**config.mk**
```make
export PLATFORM = sky130hd
export DESIGN_NAME = sap1_controller
export DESIGN_NICKNAME = d
export VERILOG_FILES = /design/src/rtl/sap1_controller.sv
export SDC_FILE = /design/constraint.sdc
export NUM_CORES = 1
export LEC_CHECK = 0
export BUFFER_PORTS_ARGS = -buffer_cell sky130_fd_sc_hd__clkbuf_2
export CAP_MARGIN = 15
export CORE_MARGIN = 4
export CORE_UTILIZATION = 44
export CTS_CLUSTER_SIZE = 14
export DETAILED_ROUTE_END_ITERATION = 8
export PLACE_DENSITY_LB_ADDON = 0.3
export SLEW_MARGIN = 30
export SYNTH_ARGS = -nofsm -noshare
export SYNTH_HDL_FRONTEND = slang
export SYNTH_SLANG_ARGS = --single-unit
```
**constraint.sdc**
```tcl
create_clock -name clk -period 2.15 [get_ports clk]
set_clock_uncertainty 0.2 [all_clocks]
set_input_delay 0.3225 -clock clk [delete_from_list [all_inputs] [get_ports clk]]
set_output_delay 0.3225 -clock clk [all_outputs]
set_load 0.05 [all_outputs]
```
**src/rtl/sap1_controller.sv**
```systemverilog
// SAP-1 controller-sequencer: six-state one-hot ring clocked on the falling edge, decoding opcode into bus control words.
// Optional JMP (opcode 0011) is enabled by defining SAP1_JMP_EN; otherwise n_load_pc stays high.
module sap1_controller (
    input  logic       clk,
    input  logic       rst_n,
    input  logic [3:0] opcode,
    output logic       pc_inc,
    output logic       pc_en,
    output logic       n_load_pc,
    output logic       n_load_mar,
    output logic       n_enable_ram,
    output logic       n_load_ir,
    output logic       n_enable_ir,
    output logic       n_load_a,
    output logic       a_en,
    output logic       sub,
    output logic       alu_en,
    output logic       n_load_b,
    output logic       n_load_out,
    output logic       halt,
    output logic [5:0] t_state
);

    typedef enum logic [5:0] {
        T1 = 6'b000001,
        T2 = 6'b000010,
        T3 = 6'b000100,
        T4 = 6'b001000,
        T5 = 6'b010000,
        T6 = 6'b100000
    } ring_t;

    localparam logic [3:0] OP_LDA = 4'b0000;
    localparam logic [3:0] OP_ADD = 4'b0001;
    localparam logic [3:0] OP_SUB = 4'b0010;
    localparam logic [3:0] OP_JMP = 4'b0011;
    localparam logic [3:0] OP_OUT = 4'b1110;
    localparam logic [3:0] OP_HLT = 4'b1111;

    ring_t ring_q, ring_d;
    logic  halted_q, halted_d;

    always_ff @(negedge clk or negedge rst_n) begin
        if (!rst_n) begin
            ring_q   <= T1;
            halted_q <= 1'b0;
        end else begin
            ring_q   <= ring_d;
            halted_q <= halted_d;
        end
    end

    // HLT freezes the ring at T4; only reset clears the halted flag.
    always_comb begin
        ring_d   = ring_q;
        halted_d = halted_q;
        if (!halted_q) begin
            if (ring_q == T4 && opcode == OP_HLT) begin
                halted_d = 1'b1;
            end else begin
                case (ring_q)
                    T1:      ring_d = T2;
                    T2:      ring_d = T3;
                    T3:      ring_d = T4;
                    T4:      ring_d = T5;
                    T5:      ring_d = T6;
                    T6:      ring_d = T1;
                    default: ring_d = T1;
                endcase
            end
        end
    end

    always_comb begin
        pc_inc       = 1'b0;
        pc_en        = 1'b0;
        n_load_pc    = 1'b1;
        n_load_mar   = 1'b1;
        n_enable_ram = 1'b1;
        n_load_ir    = 1'b1;
        n_enable_ir  = 1'b1;
        n_load_a     = 1'b1;
        a_en         = 1'b0;
        sub          = 1'b0;
        alu_en       = 1'b0;
        n_load_b     = 1'b1;
        n_load_out   = 1'b1;
        halt         = halted_q;
        if (!halted_q) begin
            case (ring_q)
                T1: begin
                    pc_en      = 1'b1;
                    n_load_mar = 1'b0;
                end
                T2: pc_inc = 1'b1;
                T3: begin
                    n_enable_ram = 1'b0;
                    n_load_ir    = 1'b0;
                end
                T4: begin
                    case (opcode)
                        OP_LDA, OP_ADD, OP_SUB: begin
                            n_enable_ir = 1'b0;
                            n_load_mar  = 1'b0;
                        end
                        OP_OUT: begin
                            a_en       = 1'b1;
                            n_load_out = 1'b0;
                        end
                        OP_HLT: halt = 1'b1;
`ifdef SAP1_JMP_EN
                        OP_JMP: begin
                            n_enable_ir = 1'b0;
                            n_load_pc   = 1'b0;
                        end
`endif
                        default: ;
                    endcase
                end
                T5: begin
                    case (opcode)
                        OP_LDA: begin
                            n_enable_ram = 1'b0;
                            n_load_a     = 1'b0;
                        end
                        OP_ADD, OP_SUB: begin
                            n_enable_ram = 1'b0;
                            n_load_b     = 1'b0;
                            sub          = (opcode == OP_SUB);
                        end
                        default: ;
                    endcase
                end
                T6: begin
                    if (opcode == OP_ADD || opcode == OP_SUB) begin
                        alu_en   = 1'b1;
                        n_load_a = 1'b0;
                        sub      = (opcode == OP_SUB);
                    end
                end
                default: ;
            endcase
        end
    end

    assign t_state = ring_q;

endmodule

```
==> summary.md, run 1 <==
| Metric | Value |
|---|---|
| Status | `stopped before the end` |
| Failing step | `4_1_cts` |
| Run Error | `[ERROR DPL-0038] Utilization greater than 100%, impossible to legalize` |
| IO Count | `26` |
| Number of synthesized flops with an enable pin | `0` |
| TritonCTS Sinks | `7` |
| # rows | `12` |
| Gpl congestion | `0.897` |
| CTS Buf Count | `3` |
| Syn Inst Count | `75` |
| Cell variety after synth | `34` |
| Cells resized by post-CTS repair | `47` |
| Register bit total from synthesis | `7` |
| Chip Height | `44.2 um` |
| Synthesis Warnings | `0` |
| CTS hold repair buffers | `0` |
| Top FF cell, synth | `dfrtn_1` |
| Initial Utilization | `0.491` |
| Post-CTS Setup Bufs | `4` |
| Htree depth | `1` |
| Die Wd | `44.2 um` |
| Asr flop ratio synth | `1.00` |
| Syn_nets | `81` |
| Clock Tree Buf Depth | `2` |
| Mapped Area | `576 um2` |
| Inst Count DP | `139` |
| DP HPWL | `1990 um` |
| Clk root buf | `clkbuf_4` |
| Mean Syn Cell Area | `7.67 um2` |
| PortBufs | `24` |
| Register area share after synthesis | `0.307` |
kinds of logic after synthesis:
family / after synthesis / share of synthesized area
and+or+nand+nor: 40 / 0.407
xor gates and xnor gates: 2 / 0.0304
other: 1 / 0.00652
buffers and inverters: 9 / 0.0696
AOI/OAI and AO/OA: 16 / 0.180
DFF: 7 / 0.307
metrics by stage:
stage	area [um2]	hold slack, ns	setup WS (ns)	TNS [ns]
after floorplan	677	0.392	-0.982	-14.12
after global placement	1070	0.462	-0.948	-14.29
after detailed placement	1070	0.497	-0.989	-15.23
cells in the mapped netlist, drive strengths merged (2+ instances only):
cell / n / area (um2)
nor2: 5 / 18.8
nor3: 5 / 25.0
nor2b: 3 / 18.8
and2: 2 / 12.5
a21oi: 2 / 10.0
nor4: 3 / 40.0
nand3: 5 / 25.0
dfrtn: 6 / 150
nand2: 7 / 26.3
buf: 3 / 17.5
o21ai: 4 / 20.0
or2: 2 / 12.5
a31oi: 2 / 12.5
nand2b: 4 / 25.0
a21o: 3 / 22.5
inv: 5 / 18.8
xor2: 2 / 17.5
==> run 2: changes to the inputs <==
CORE_AREA = 4 4 65 67   (was not set)
CORE_MARGIN = not set   (was 4)
CORE_UTILIZATION = not set   (was 44)
CTS_CLUSTER_SIZE = not set   (was 14)
DIE_AREA = 0 0 69 71   (was not set)
PLACE_DENSITY_LB_ADDON = 0.15   (was 0.3)
==> summary.md, run 2 <==
| Metric | Value |
|---|---|
| Crit path launch type | `flop` |
| Final Max Slew Viols | `0` |
| First-pass GRT wire length | `4060 um` |
| Final hold viol count | `0` |
| Register bit total from synthesis | `7` |
| Static leakage | `0.734 nW` |
| List of most frequent post-synthesis cells | `nand2_1 (7), dfrtn_1 (6), nand3_1 (5), nor2_1 (5), nor3_1 (5)` |
| Asr flop ratio synth | `1.00` |
| Register area share after synthesis | `0.307` |
| IO Count | `26` |
| DP HPWL | `1830 um` |
| Status | `complete, but fails checks` |
| Yosys top cell area share | `0.261` |
| Top FF cell, synth | `dfrtn_1` |
| Vias | `813` |
| Mean Syn Cell Area | `7.67 um2` |
| Count leader, synth | `nand2_1` |
| Setup WS post-layout | `-1.14 ns` |
| Initial antenna violation count | `0` |
| # rows | `22` |
| Syn Inst Count | `75` |
| Core Region | `3630 um2` |
| Design Area, Final | `1660 um2` |
| Most common cell after layout, fill and taps aside | `buf_4` |
| Gpl congestion | `0.762` |
| Grt total ovfl | `0` |
| Wire per inst | `13.6 um` |
| Final WL | `2570 um` |
| Die area | `4900 um2` |
| Total Routing Usage GR | `0.104` |
| Family with the most delay on the worst path | `simple AND/OR/NAND/NOR gates` |
| Pre-antenna DRT Iters | `5` |
| Htree depth | `1` |
| Most area-consuming cells after synthesis | `dfrtn_1 (26%), dfstp_2 (4.6%), nand2_1 (4.6%)` |
| Largest net degree at the start of global routing | `12` |
| PwrDens | `1130 nW/um2` |
| Multi-input combinational cell area | `547 um2` |
| TritonCTS Sinks | `7` |
| Cell variety after synth | `34` |
| Largest area contributor in the netlist | `dfrtn_1` |
| Initial Utilization | `0.158` |
| Chip Height | `71 um` |
| Worst path required time | `1.63 ns` |
| Setup TNS | `-17.81 ns` |
| Count of inserted antenna diode cells | `0` |
| Layout cell share with drive strength beyond 1 | `0.709` |
| Clock Latency Late Sink | `0.29 ns` |
| CP arrival | `2.77 ns` |
| Synth-to-Final Area Change | `189%` |
| Hold crit path type | `flop to flop` |
| CTS hold repair buffers | `0` |
| CTS tree | `yes` |
| Most frequent cells in the layout | `buf_4 (25), buf_6 (22), buf_12 (12), nand2_1 (6), dfrtn_1 (6)` |
| Max rail drop VDD | `0.485 mV` |
| ANT nets after route | `0` |
| CTS Buf Count | `3` |
| Worst Path Max Fanout | `3` |
| Initial DRC Count | `25` |
| Die Wd | `69 um` |
| CP max stage delay | `0.40 ns` |
| Max reg flops | `6` |
| PortBufs | `24` |
| Critical-path top delay cell | `dfrtn_1` |
| Mapped Area | `576 um2` |
| Vias per cell | `4.30` |
| Syn_nets | `81` |
| Failing checks | `negative setup slack` |
| Synthesis Warnings | `0` |
| FF+latch area | `180 um2` |
| Crit path cell chain | `nor4_4 -> and3_4 -> a22oi_1 -> or2_4 -> buf_8` |
| RSZ-0062 raised after global routing | `true` |
| Endpoints failing setup | `23` |
| Number of global-route vias before repair | `823` |
| Number of synthesized flops with an enable pin | `0` |
| Clk root buf | `clkbuf_8` |
| DP Area | `1240 um2` |
| Clock Pin Slew Worst Setup and Hold Paths | `0.03 ns` |
| Crit path buf inv count | `1` |
| CP endpoint kind | `output port` |
| Fillers | `345` |
| Kind of critical path | `flop to output port` |
| Nets | `148` |
| Clock Tree Buf Depth | `2` |
| Setup slack after placement | `-0.980 ns` |
| # DRC | `0` |
| Max-Cap Viols | `0` |
-- run 2: cell counts after synthesis --
No cell type changed its count.
-- run 2: per-stage QoR --
stage                     std cells  utilization  power (W)  hold slack (ns)
after CTS                       183        0.418    0.00175            0.450
after detailed placement        175        0.342    0.00134            0.459
after floorplan                  75            -   0.000834            0.392
after global placement          175        0.342    0.00134            0.472
final                           189        0.458    0.00189            0.464
after global routing            189        0.458    0.00198            0.496
-- run 2: worst paths after layout --
path	startpoint	endpoint	slack, ns	cells after the start
max	t_state[2]	n_enable_ram	-1.14	5
max in group asynchronous	rst_n	t_state[0]	0.76	1
min	t_state[2]	t_state[2]	0.46	2
min reg2reg	t_state[2]	t_state[2]	0.46	2
min in group asynchronous	rst_n	t_state[2]	0.67	1
max reg2reg	t_state[0]	t_state[0]	0.36	8
-- run 2: final cells by class --
| class | instances | share of cell area |
|---|---|---|
| Sequential cell | 7 | 0.108 |
| Timing Repair Buffer | 66 | 0.487 |
| Multi-Input combinational cell | 59 | 0.329 |
| Clock inverter | 2 | 0.00451 |
| Tap cell | 48 | 0.0361 |
| Inverter | 4 | 0.0105 |
| Clock buffer | 3 | 0.0248 |
-- run 2: power by group --
part | internal, W | leakage, nW | switching [W]
logic | 0.000762 | 0.610 | 0.000692
registers | 0.000184 | 0.0921 | 0.0000550
clock network | 0.000127 | 0.0322 | 0.0000668
total | 0.00107 | 0.734 | 0.000813
-- run 2: metal layers --
layer | track usage | share of wire | up-vias
li1 | - | - | 393
met1 | 0.119 | 0.40 | 396
met2 | 0.186 | 0.55 | 19
met3 | 0.0199 | 0.031 | 5
met4 | 0.0477 | 0.019 | 0
met5 | 0 | 0 | -
-- run 2: cell families after synthesis --
logic type,Yosys count,share of synthesized area
AO/OA/AOI/OAI,16,0.180
other,1,0.00652
buffers and inverters,9,0.0696
AND/OR/NAND/NOR,40,0.407
flip-flops,7,0.307
XOR/XNOR,2,0.0304
-- run 2: worst reg2reg max path, cell delays in order (launching register included) --
cell	delay (ns)
dfstp_4	0.63
nor4_4	0.05
buf_4	0.16
a31oi_4	0.21
buf_6	0.12
buf_6	0.08
buf_6	0.09
nor2_1	0.04
a31oi_1	0.14
-- run 2: repair_timing --
item | 4_1_cts | 5_1_grt
endpoints found under the setup margin | 23 | 23
resized for setup | 43 | 24
setup buffers | 9 | 7
pin swaps | 6 | 4
Note: power is estimated with default switching activity, not from simulation.
==> run 3: changes to the inputs <==
clock period = 3.1 ns   (was 2.15 ns; I/O delays follow)
==> summary.md, run 3 (synthesized netlist as in run 2, its figures left out) <==
| Metric | Value |
|---|---|
| Status | `complete, but fails checks` |
| Failing checks | `negative setup slack` |
| Clock Pin Slew Worst Setup and Hold Paths | `0.03 ns` |
| Number of global-route vias before repair | `885` |
| Die area | `4900 um2` |
| Design Area, Final | `1660 um2` |
| Clock Latency Late Sink | `0.29 ns` |
| Synth-to-Final Area Change | `188%` |
| Grt total ovfl | `0` |
| Gpl congestion | `0.824` |
| Initial DRC Count | `13` |
| Clock share of power | `0.100` |
| CTS tree | `yes` |
| DP Area | `1220 um2` |
| CP max stage delay | `0.41 ns` |
| First-pass GRT wire length | `4240 um` |
| Layout cell share with drive strength beyond 1 | `0.717` |
| Endpoints failing setup | `19` |
| Sequential Power Share | `0.128` |
| CTS Buf Count | `3` |
| Wire per inst | `12.9 um` |
| Critical-path top delay cell | `dfrtn_1` |
| Worst Path Max Fanout | `3` |
| Crit path cell chain | `nor4_4 -> and3_4 -> a22oi_1 -> or2_4 -> buf_8` |
| Internal power | `0.000725 W` |
| Multi-input combinational cell area | `549 um2` |
| FF+latch area | `176 um2` |
| Switch Pwr | `0.000570 W` |
| Setup WS post-layout | `-0.812 ns` |
| Clk root buf | `clkbuf_8` |
| Htree depth | `1` |
| Clock Tree Buf Depth | `2` |
| Initial Utilization | `0.158` |
| Final hold viol count | `0` |
| Chip Height | `71 um` |
| Core Region | `3630 um2` |
| CP endpoint kind | `output port` |
| Die Wd | `69 um` |
| Crit path launch type | `flop` |
| TritonCTS Sinks | `7` |
| Worst path required time | `2.43 ns` |
| DP HPWL | `1730 um` |
| Max reg flops | `6` |
| Largest net degree at the start of global routing | `11` |
| Non-Filler Instances | `193` |
| Most frequent cells in the layout | `buf_4 (29), buf_6 (17), buf_12 (11), nand2_1 (6), dfrtn_1 (6)` |
| RSZ-0062 raised after global routing | `true` |
| Max-Cap Viols | `0` |
| Most common cell after layout, fill and taps aside | `buf_4` |
| Total Routing Usage GR | `0.107` |
| # rows | `22` |
| Kind of critical path | `flop to output port` |
| PwrDens | `781 nW/um2` |
| Crit path buf inv count | `1` |
| Fillers | `359` |
| Final WL | `2490 um` |
| Inst Count DP | `175` |
| Initial antenna violation count | `0` |
| IO Count | `26` |
| CP arrival | `3.25 ns` |
| CTS hold repair buffers | `0` |
| ANT nets after route | `0` |
| Comb pwr share | `0.771` |
| PortBufs | `24` |
| Static leakage | `0.737 nW` |
| Switching share of total power | `0.440` |
| Vias per cell | `4.27` |
| Final Max Slew Viols | `0` |
| Nets | `152` |
| # DRC | `0` |
| Hold crit path type | `flop to flop` |
| Count of inserted antenna diode cells | `0` |
| Vias | `825` |
| Family with the most delay on the worst path | `simple AND/OR/NAND/NOR gates` |
| Pre-antenna DRT Iters | `4` |
| Max rail drop VDD | `0.434 mV` |
==> run 3: cell count changes in the layout (fill, tap and decap cells not counted), sizes merged <==
cell	previous run	this run
clkbuf	8	12
==> run 3: final timing paths <==
kind | end | depth (start not counted) | slack, ns | start
setup / recovery | n_enable_ram | 5 | -0.81 | t_state[2]
hold / removal | t_state[4] | 3 | 0.46 | halted_q
setup reg to reg | t_state[5] | 8 | 1.27 | t_state[2]
hold reg to reg | t_state[4] | 3 | 0.46 | halted_q
max in group asynchronous | t_state[0] | 1 | 1.10 | rst_n
min in group asynchronous | t_state[2] | 1 | 1.29 | rst_n
==> run 3: timing repair <==
item,4_1_cts,5_1_grt
buffers inserted,10,4
setup endpoints to repair,19,19
pin swaps,10,2
gates resized for setup,48,14
==> run 3: power by group through the flow <==
stage | Sequential [W] | Combinational [W] | Clock (W)
after global routing | 0.000171 | 0.00105 | 0.000139
after CTS | 0.000164 | 0.000939 | 0.000133
after global placement | 0.000165 | 0.000731 | 0.00000404
final | 0.000166 | 0.000998 | 0.000130
after detailed placement | 0.000165 | 0.000730 | 0.00000404
after floorplan | 0.000237 | 0.000332 | 0.00000404
==> run 3: worst reg2reg max path: cells and delay by family (launching register included) <==
kind / cells / cell delay (ns)
buffers and inverters: 5 / 0.59
AND/OR/NAND/NOR: 1 / 0.35
flip-flops: 1 / 0.41
AO/OA/AOI/OAI: 2 / 0.13
==> run 3: area by class of cell <==
cell class / instances / share of cell area
flip-flops and latches: 7 / 0.106
clock inverters: 2 / 0.00453
multi-input cells: 59 / 0.331
inverters: 4 / 0.0121
repair buffers: 70 / 0.485
clock buffers: 3 / 0.0249
well taps: 48 / 0.0362
==> run 3: layer usage <==
| metal | share of wire | GRT usage | vias to the layer above |
|---|---|---|---|
| met3 | 0.028 | 0.0256 | 6 |
| met2 | 0.54 | 0.186 | 12 |
| met1 | 0.42 | 0.126 | 408 |
| li1 | - | - | 399 |
| met4 | 0.018 | 0.0434 | 0 |
| met5 | 0 | 0 | - |
==> run 3: metrics by stage <==
| step | setup WS (ns) | setup TNS (ns) | hold WS [ns] | total power [W] | util |
|---|---|---|---|---|---|
| floorplan | -0.650 | -7.67 | 0.392 | 0.000573 | - |
| global placement | -0.590 | -6.07 | 0.433 | 0.000900 | 0.337 |
| detailed placement | -0.604 | -6.08 | 0.435 | 0.000899 | 0.337 |
| CTS | -0.787 | -10.06 | 0.462 | 0.00124 | 0.436 |
| global route | -0.851 | -11.39 | 0.489 | 0.00136 | 0.456 |
| finish | -0.812 | -10.52 | 0.465 | 0.00129 | 0.456 |
